[src/rtl/uart_mmio_ctrl.sv]
// uart_mmio_ctrl: memory-mapped front end for the UART core.
// Holds the TX/RX byte FIFOs, the baud divisor and the overrun flag, and
// paces the core's write_enable/busy and read_ready/negate_read_ready
// handshakes one frame at a time.
//
// TX FSM
//   state    | meaning
//   TX_IDLE  | no frame in flight; launch the FIFO head when the core is free
//   TX_START | uart_we issued, waiting for the core to raise busy
//   TX_SEND  | frame in flight, uart_data held until busy falls
//
// RX FSM
//   state    | meaning
//   RX_WAIT  | waiting for the core to present a received byte
//   RX_ACK   | byte taken, waiting for read_ready to drop
module uart_mmio_ctrl #(
  parameter int          TX_DEPTH   = 8,
  parameter int          RX_DEPTH   = 8,
  parameter logic [15:0] BAUD_RESET = 16'd434
) (
  input  logic        clk,
  input  logic        rst,
  input  logic        req_valid,
  input  logic        req_we,
  input  logic [3:0]  req_addr,
  input  logic [31:0] req_wdata,
  output logic        resp_valid,
  output logic [31:0] resp_rdata,
  output logic        irq,
  output logic        uart_we,
  output logic [7:0]  uart_data,
  output logic [15:0] uart_baud_max,
  output logic        uart_negate_rr,
  input  logic        uart_busy,
  input  logic        uart_read_ready,
  input  logic [7:0]  uart_rx_data
);

  localparam int TX_AW = $clog2(TX_DEPTH);
  localparam int RX_AW = $clog2(RX_DEPTH);

  typedef enum logic [1:0] {TX_IDLE, TX_START, TX_SEND} tx_state_t;
  typedef enum logic {RX_WAIT, RX_ACK} rx_state_t;

  tx_state_t tx_state, tx_state_n;
  rx_state_t rx_state, rx_state_n;

  logic [7:0]   tx_mem [TX_DEPTH];
  logic [7:0]   rx_mem [RX_DEPTH];
  logic [TX_AW:0] tx_wr_ptr, tx_rd_ptr, tx_count;
  logic [RX_AW:0] rx_wr_ptr, rx_rd_ptr, rx_count;
  logic tx_empty, tx_full, rx_empty, rx_full;
  logic tx_push, tx_pop, rx_push, rx_pop, rx_capture;
  logic overrun, ovr_set, ovr_clr, flush, tx_active;
  logic bus_rd, bus_wr;
  logic [31:0] rd_mux;
  logic [15:0] baud_q;
  logic unused_bits;

  function automatic logic [3:0] sat4(input logic [31:0] v);
    return (v > 32'd15) ? 4'd15 : v[3:0];
  endfunction

  assign tx_count = tx_wr_ptr - tx_rd_ptr;
  assign rx_count = rx_wr_ptr - rx_rd_ptr;
  assign tx_empty = (tx_count == '0);
  assign rx_empty = (rx_count == '0);
  assign tx_full  = (tx_count == (TX_AW+1)'(TX_DEPTH));
  assign rx_full  = (rx_count == (RX_AW+1)'(RX_DEPTH));

  assign bus_rd  = req_valid & ~req_we;
  assign bus_wr  = req_valid & req_we;
  assign tx_push = bus_wr & (req_addr[3:2] == 2'd0) & ~tx_full;
  assign rx_pop  = bus_rd & (req_addr[3:2] == 2'd0) & ~rx_empty;
  assign flush   = bus_wr & (req_addr[3:2] == 2'd3) & req_wdata[1];
  assign ovr_clr = bus_wr & (req_addr[3:2] == 2'd3) & req_wdata[0];

  // Overflowing receive bytes are not stored; they only raise the sticky flag.
  assign rx_push = rx_capture & ~rx_full;
  assign ovr_set = rx_capture & rx_full;

  assign tx_active     = (tx_state != TX_IDLE);
  assign irq           = ~rx_empty | overrun;
  assign uart_baud_max = baud_q;
  assign unused_bits   = &{1'b0, req_addr[1:0], req_wdata[31:16]};

  // Register file read mux; empty DATA reads return zero.
  always_comb begin
    rd_mux = 32'd0;
    case (req_addr[3:2])
      2'd0: rd_mux = rx_empty ? 32'd0 : {24'd0, rx_mem[rx_rd_ptr[RX_AW-1:0]]};
      2'd1: rd_mux = {16'd0, sat4(32'(tx_count)), sat4(32'(rx_count)), 3'd0,
                      overrun, tx_active, tx_empty, tx_full, ~rx_empty};
      2'd2: rd_mux = {16'd0, baud_q};
      default: rd_mux = 32'd0;
    endcase
  end

  // Registered read response, one cycle after the request.
  always_ff @(posedge clk) begin
    if (rst) begin
      resp_valid <= 1'b0;
      resp_rdata <= 32'd0;
    end else begin
      resp_valid <= bus_rd;
      if (bus_rd) resp_rdata <= rd_mux;
    end
  end

  // Baud divisor and sticky overrun; a new overrun beats a same-cycle clear.
  always_ff @(posedge clk) begin
    if (rst) begin
      baud_q  <= BAUD_RESET;
      overrun <= 1'b0;
    end else begin
      if (bus_wr && req_addr[3:2] == 2'd2) baud_q <= req_wdata[15:0];
      if (ovr_set)      overrun <= 1'b1;
      else if (ovr_clr) overrun <= 1'b0;
    end
  end

  // FIFO pointers; flush empties both FIFOs but leaves the frame in flight alone.
  always_ff @(posedge clk) begin
    if (rst || flush) begin
      tx_wr_ptr <= '0;
      tx_rd_ptr <= '0;
      rx_wr_ptr <= '0;
      rx_rd_ptr <= '0;
    end else begin
      if (tx_push) tx_wr_ptr <= tx_wr_ptr + 1'b1;
      if (tx_pop)  tx_rd_ptr <= tx_rd_ptr + 1'b1;
      if (rx_push) rx_wr_ptr <= rx_wr_ptr + 1'b1;
      if (rx_pop)  rx_rd_ptr <= rx_rd_ptr + 1'b1;
    end
  end

  // FIFO storage, written only on accepted pushes.
  always_ff @(posedge clk) begin
    if (tx_push) tx_mem[tx_wr_ptr[TX_AW-1:0]] <= req_wdata[7:0];
    if (rx_push) rx_mem[rx_wr_ptr[RX_AW-1:0]] <= uart_rx_data;
  end

  // FSM state registers.
  always_ff @(posedge clk) begin
    if (rst) begin
      tx_state <= TX_IDLE;
      rx_state <= RX_WAIT;
    end else begin
      tx_state <= tx_state_n;
      rx_state <= rx_state_n;
    end
  end

  // TX next state: launch only from IDLE, so pulses are always separated.
  always_comb begin
    tx_state_n = tx_state;
    tx_pop     = 1'b0;
    case (tx_state)
      TX_IDLE:  if (!tx_empty && !uart_busy) begin
                  tx_pop     = 1'b1;
                  tx_state_n = TX_START;
                end
      TX_START: if (uart_busy)  tx_state_n = TX_SEND;
      TX_SEND:  if (!uart_busy) tx_state_n = TX_IDLE;
      default:  tx_state_n = TX_IDLE;
    endcase
  end

  // RX next state: one capture per read_ready assertion.
  always_comb begin
    rx_state_n = rx_state;
    rx_capture = 1'b0;
    case (rx_state)
      RX_WAIT: if (uart_read_ready) begin
                 rx_capture = 1'b1;
                 rx_state_n = RX_ACK;
               end
      RX_ACK:  if (!uart_read_ready) rx_state_n = RX_WAIT;
      default: rx_state_n = RX_WAIT;
    endcase
  end

  // Core-facing outputs: single-cycle strobes, uart_data held between launches.
  always_ff @(posedge clk) begin
    if (rst) begin
      uart_we        <= 1'b0;
      uart_data      <= 8'hFF;
      uart_negate_rr <= 1'b0;
    end else begin
      uart_we        <= tx_pop;
      uart_negate_rr <= rx_capture;
      if (tx_pop) uart_data <= tx_mem[tx_rd_ptr[TX_AW-1:0]];
    end
  end

endmodule

[config.mk]
export PLATFORM = sky130hd
export DESIGN_NAME = uart_mmio_ctrl
export DESIGN_NICKNAME = d
export VERILOG_FILES = /design/src/rtl/uart_mmio_ctrl.sv
export SDC_FILE = /design/constraint.sdc
export NUM_CORES = 1
export LEC_CHECK = 0
export CORE_AREA = 5 5 128 130
export DETAILED_ROUTE_END_ITERATION = 8
export DIE_AREA = 0 0 133 135
export PLACE_DENSITY_LB_ADDON = 0.05
export SYNTH_ARGS = -nofsm -noshare
export SYNTH_HDL_FRONTEND = slang
export SYNTH_SLANG_ARGS = --single-unit
[constraint.sdc]
create_clock -name clk -period 7.47 [get_ports clk]
set_input_delay 1.1205 -clock clk [delete_from_list [all_inputs] [get_ports clk]]
set_output_delay 1.1205 -clock clk [all_outputs]
set_load 0.005 [all_outputs]
==> results.cfg, run 1 <==
[placement]
routabilityCongestion = 0.796
hpwl_um = 11800
dp.cells = 827
portBuffers = 75

[finish]
multi_input_area_mm2 = 0.00264
finalNonFillerCells = 859
register_area_mm2 = 0.00516
antenna_cells = 0
nets = 720
syn2layout_area_growth_pct = 16.9
fillers = 1140
final_layout_size_suffix_gt1_share_pct = 15.6

[grt]
met3_usage_pct = 4.36
grt_pass1_wl_um = 27500
use_met2_pct = 33.6
grt_max_degree = 46
grt_pass1_vias = 4950
antenna_found_initial = 0
met1_usage_pct = 27.2
grt_usage_pct = 20.3
grt.busiest_layer = met2
overflow = 0

[status]
status = complete, no violations

[power_and_ir_drop]
p_leak_nw = 3.20
power_mw = 2.49
powerDensity_mw_per_mm2 = 263
ir_drop_mv = 0.170

[cts]
cts_repair_resize_count = 0
post_cts_buffers = 0
cts_buffers = 17
clock-sinks = 194
postCtsHoldBufs = 0
cts_tree = done
clock_latency_ps = 430
htree_levels = 4
clock_path_buffers = 2
clockRootBuffer = clkbuf_16
clkSlewWorstSetupHoldPaths_ps = 70

[timing]
hold_viol = 0
slew_viol_final = 0
finalSetupViolations = 0
rsz0062_at_grt = false
period_share_pct = 59.7
period_needed_ps = 4460
relSlewSlack_pct = 27.4
tightest_slew_ps = 1090
clock-skew-final_ps = 9.09
tns_ps = 0
fmax_ghz = 0.224

[critical_path]
endpoint_kind = output pin
crit_arrival_ps = 3340
critPathKind = reg -> out
crit_required_ps = 6350
cp_max_fo = 9
critPathLaunchType = flop

[synthesis]
synth_area_mm2 = 0.00813
ys_seq_elements = 194
synth_top_area_share_pct = 47.3
synth_cells = 584
yosysSeqAreaShare_pct = 63.6
synthFlopType = edfxtp_1
async_flop_share_pct = 0
synth_edf_count = 128
yosys.area.top_type = edfxtp_1
synth_area_leaders = edfxtp_1 (47%), dfxtp_1 (16%), mux4_2 (8.9%)
synthDistinctLibCells = 57
yosysWarnings = 0
synth_area_per_cell_um2 = 13.9

[route]
vias_per_cell = 5.82
drc = 0
routed_wirelength_um = 17600
firstDrtPassIters = 5
first_iter_violations = 350
antenna_left = 0
routedWlPerCell_um = 20.5
vias = 5001

[die]
die_area_mm2 = 0.0180
initial_utilization_pct = 54.1
chipWidth_um = 133
core_mm2 = 0.0150
ios = 110
rows = 45
dieHeight_um = 135

[min_path]
worst_hold_path_type = reg -> reg

[run]
max_cap_viol_count = 0
==> metal layers <==
layer	vias to the layer above	wire [um]
met5	-	0
met1	2506	7710
li1	2315	-
met4	0	218
met3	24	1020
met2	156	8670
==> Yosys cell counts (3+ instances only) <==
cell and n:
buf_1 3, nand2_1 65, a21oi_2 3, a221oi_1 10
nor2b_1 4, mux2_2 8, nor3_1 20, a31oi_1 5
nor2_1 30, a21oi_1 32, mux4_2 32, xor2_1 4
buf_2 4, xnor2_1 7, ha_1 10, and3_1 4
clkbuf_1 17, nand3b_1 8, nand3_1 14, clkbuf_8 4
a21o_1 9, edfxtp_1 128, buf_4 17, o21ai_0 11
nor4_1 4, mux2i_1 3, inv_1 16, a211o_1 8
dfxtp_1 66
==> registers in the layout, indices dropped and copies added (netlist names), 2 cells and up, named ones only <==
signal	cells
rx_rd_ptr	4
resp_rdata	16
tx_state	2
rx_mem	64
tx_mem	64
tx_rd_ptr	4
uart_data	8
rx_wr_ptr	4
tx_wr_ptr	4
uart_baud_max	16
==> cell usage in the layout (no fill, tap or decap), types with 9 or more instances in the layout <==
cell             instances
edfxtp_1               128
clkdlybuf4s50_1         75
dfxtp_1                 66
nand2_1                 65
a21oi_1                 32
mux4_2                  32
nor2_1                  30
nor3_1                  17
clkbuf_16               17
inv_1                   16
conb_1                  16
nand3_1                 14
buf_4                   14
o21ai_0                 11
a221oi_1                10
ha_1                    10
a21o_1                   9
==> kinds of logic after synthesis <==
family                     count (synthesis)  share of synthesized area (%)
DFF                                      194                           63.6
and+or+nand+nor                          163                           9.55
AOI/OAI and AO/OA                         95                           8.36
buffers and inverters                     65                           4.93
muxes                                     43                           10.3
adders and majority gates                 12                           2.03
xor gates and xnor gates                  11                           1.19
other                                      1                         0.0461
==> cell type report <==
| cell class | count | share of cell area, % |
|---|---|---|
| Clock buffer | 18 | 4.52 |
| Clock inverter | 14 | 1.21 |
| Inverter | 16 | 0.632 |
| Multi-Input combinational cell | 340 | 27.8 |
| Sequential cell | 194 | 54.4 |
| Tap cell | 188 | 2.48 |
| Timing Repair Buffer | 89 | 9.01 |
==> critical path: stages (launching register included) <==
cell,delay (ps)
dfxtp_1,540
inv_1,170
ha_1,250
inv_1,90
fa_1,450
nor3_2,470
inv_1,110
or3_1,370
clkdlybuf4s50_1,460
==> metrics by stage <==
stage | hold slack [ps] | utilization, % | worst slack, ps | area [um^2]
final | 463 | 63.2 | 3010 | 9500
after detailed placement | 450 | 59.6 | 3500 | 8950
after global routing | 478 | 63.2 | 2840 | 9500
after global placement | 443 | 59.6 | 3550 | 8950
after CTS | 466 | 63.2 | 2990 | 9500
after floorplan | 444 | - | 4150 | 8180
==> path summary, 6_finish.rpt <==
kind	start	to	slack [ps]	cells after the start
hold / removal	uart_data[6]	uart_data[6]	460	1
setup reg to reg	tx_rd_ptr[1]	tx_mem[7][7]	3670	7
hold reg to reg	uart_data[6]	uart_data[6]	460	1
setup / recovery	rx_wr_ptr[0]	irq	3010	8
==> report_power, final <==
part           switching (mW)  internal [mW]
clock                   0.390          0.456
combinational           0.216          0.210
sequential             0.0347           1.19
Power figures use the tool's default switching activity.
==> run 2, diff against run 1 <==
Settings changed: CORE_AREA 5 5 128 130 to 5 5 135 137, DIE_AREA 0 0 133 135 to 0 0 140 142.
Clock period 7.47 ns to 4.1 ns, I/O delays scaled along.
==> run 2 against run 1 <==
Effect of this change:
- clock skew is 5.9 ps higher
- register-to-register slack worse by 2600 ps
- critical path depth stayed put
- sequential cell count stayed put
- routed wire length is 1.8% higher
- worst hold slack better by 6.0 ps
- cell area is 1.6% higher
- power is 86% higher
- sequential power is 81% higher
- via count is 1.9% lower
- largest power group unchanged
==> results.cfg, run 2 (synthesis results as in run 1) <==
[cts]
post_cts_buffers = 0
cts_tree = done
clockRootBuffer = clkbuf_16
clkSlewWorstSetupHoldPaths_ps = 60
cts_repair_resize_count = 0
clock_latency_ps = 430
postCtsHoldBufs = 0
clock_path_buffers = 2
htree_levels = 4
cts_buffers = 17
clock-sinks = 194

[die]
die_area_mm2 = 0.0199
initial_utilization_pct = 48.0
dieHeight_um = 142
rows = 48
chipWidth_um = 140
ios = 110
core_mm2 = 0.0169

[route]
vias = 4907
antenna_left = 0
routed_wirelength_um = 17900
routedWlPerCell_um = 19.8
drc = 0
vias_per_cell = 5.42
firstDrtPassIters = 4
first_iter_violations = 306

[timing]
relSlewSlack_pct = 46.7
clock-skew-final_ps = 15.0
period_share_pct = 94.8
hold_viol = 0
finalSetupViolations = 0
fmax_ghz = 0.257
period_needed_ps = 3890
slew_viol_final = 0
tightest_slew_ps = 799
tns_ps = 0
rsz0062_at_grt = false

[power_and_ir_drop]
powerDensity_mw_per_mm2 = 481
power_mw = 4.64
p_leak_nw = 3.29
ir_drop_mv = 0.288

[grt]
use_met2_pct = 30.1
grt.busiest_layer = met2
met1_usage_pct = 25.1
overflow = 0
grt_usage_pct = 18.5
grt_max_degree = 29
grt_pass1_vias = 4916
grt_pass1_wl_um = 28000
antenna_found_initial = 0
met3_usage_pct = 3.97

[critical_path]
cp_common_cell = inv_1
cpMaxStageDelayCell = dfxtp_1
cp_slowest_stage_delay_ps = 500
critPathLaunchType = flop
path_cells = inv_1 -> ha_1 -> inv_1 -> fa_1 -> nor3_2 -> inv_1 -> or3_1 -> clkdlybuf4s50_1
crit_arrival_ps = 3270
crit_required_ps = 3480
cp_max_fo = 9
critPathKind = reg -> out
endpoint_kind = output pin

[finish]
final_layout_size_suffix_gt1_share_pct = 16.0
finalNonFillerCells = 905
final_util_pct = 57.0
layout_commonest_cell = edfxtp_1
syn2layout_area_growth_pct = 18.7
nets = 730
final_cell_mix = edfxtp_1 (128), clkdlybuf4s50_1 (75), dfxtp_1 (66)
antenna_cells = 0

[status]
status = complete, no violations

[placement]
dp.cells = 874
portBuffers = 75
hpwl_um = 12100
routabilityCongestion = 0.799

[min_path]
worst_hold_path_type = reg -> reg

[run]
max_cap_viol_count = 0
## run 2: cell types whose count changed in the layout (fill, tap and decap cells not counted), moves of 2 or more
| cell | before | now |
|---|---|---|
| nor3_1 | 17 | 20 |
| nor3_2 | 4 | 1 |
| clkinv_4 | 0 | 4 |
| clkinvlp_4 | 6 | 1 |
| clkinvlp_2 | 2 | 0 |
| buf_4 | 14 | 24 |
| bufinv_16 | 1 | 3 |
## run 2: path summary, 6_finish.rpt
path | startpoint | end | slack (ps) | cells after the start
worst max-delay path | rx_wr_ptr[0] | irq | 210 | 8
worst min-delay path | uart_data[6] | uart_data[6] | 470 | 1
worst max register to register | tx_wr_ptr[0] | tx_mem[4][4] | 1070 | 8
worst min register to register | uart_data[6] | uart_data[6] | 470 | 1
## run 2: final cells by class
class / count / area [um^2]
fill: 1382 / 7290
inverter: 16 / 60.1
tap: 225 / 282
sequential: 194 / 5160
clock buffer: 19 / 433
clock inverter: 12 / 158
timing repair buffer: 99 / 931
multi-input combinational: 340 / 2620
## run 2: stage by stage
stage | hold slack (ps) | area (um^2) | setup slack, ps
after detailed placement | 452 | 9050 | 707
after floorplan | 444 | 8180 | 951
after CTS | 472 | 9650 | 235
after global routing | 496 | 9650 | 7.91
final | 469 | 9650 | 212
after global placement | 444 | 9050 | 745
## run 2: per-layer routing
metal | share of wire, % | wire, um
met1 | 46 | 8270
met2 | 48 | 8660
met3 | 4.4 | 790
met4 | 1.1 | 198
met5 | 0 | 0
## run 2: critical path, delay by kind of cell, from the launching register on
family,cells,cell delay [ps]
buffers and inverters,4,810
flip-flops,1,500
AND/OR/NAND/NOR,2,850
adder cells (fa/ha/maj),2,700
## run 2: where the power goes
group / total [mW] / leakage (nW) / switching [mW] / internal (mW)
registers: 2.21 / 1.69 / 0.0496 / 2.16
logic: 0.779 / 1.31 / 0.395 / 0.384
clock network: 1.65 / 0.283 / 0.689 / 0.960
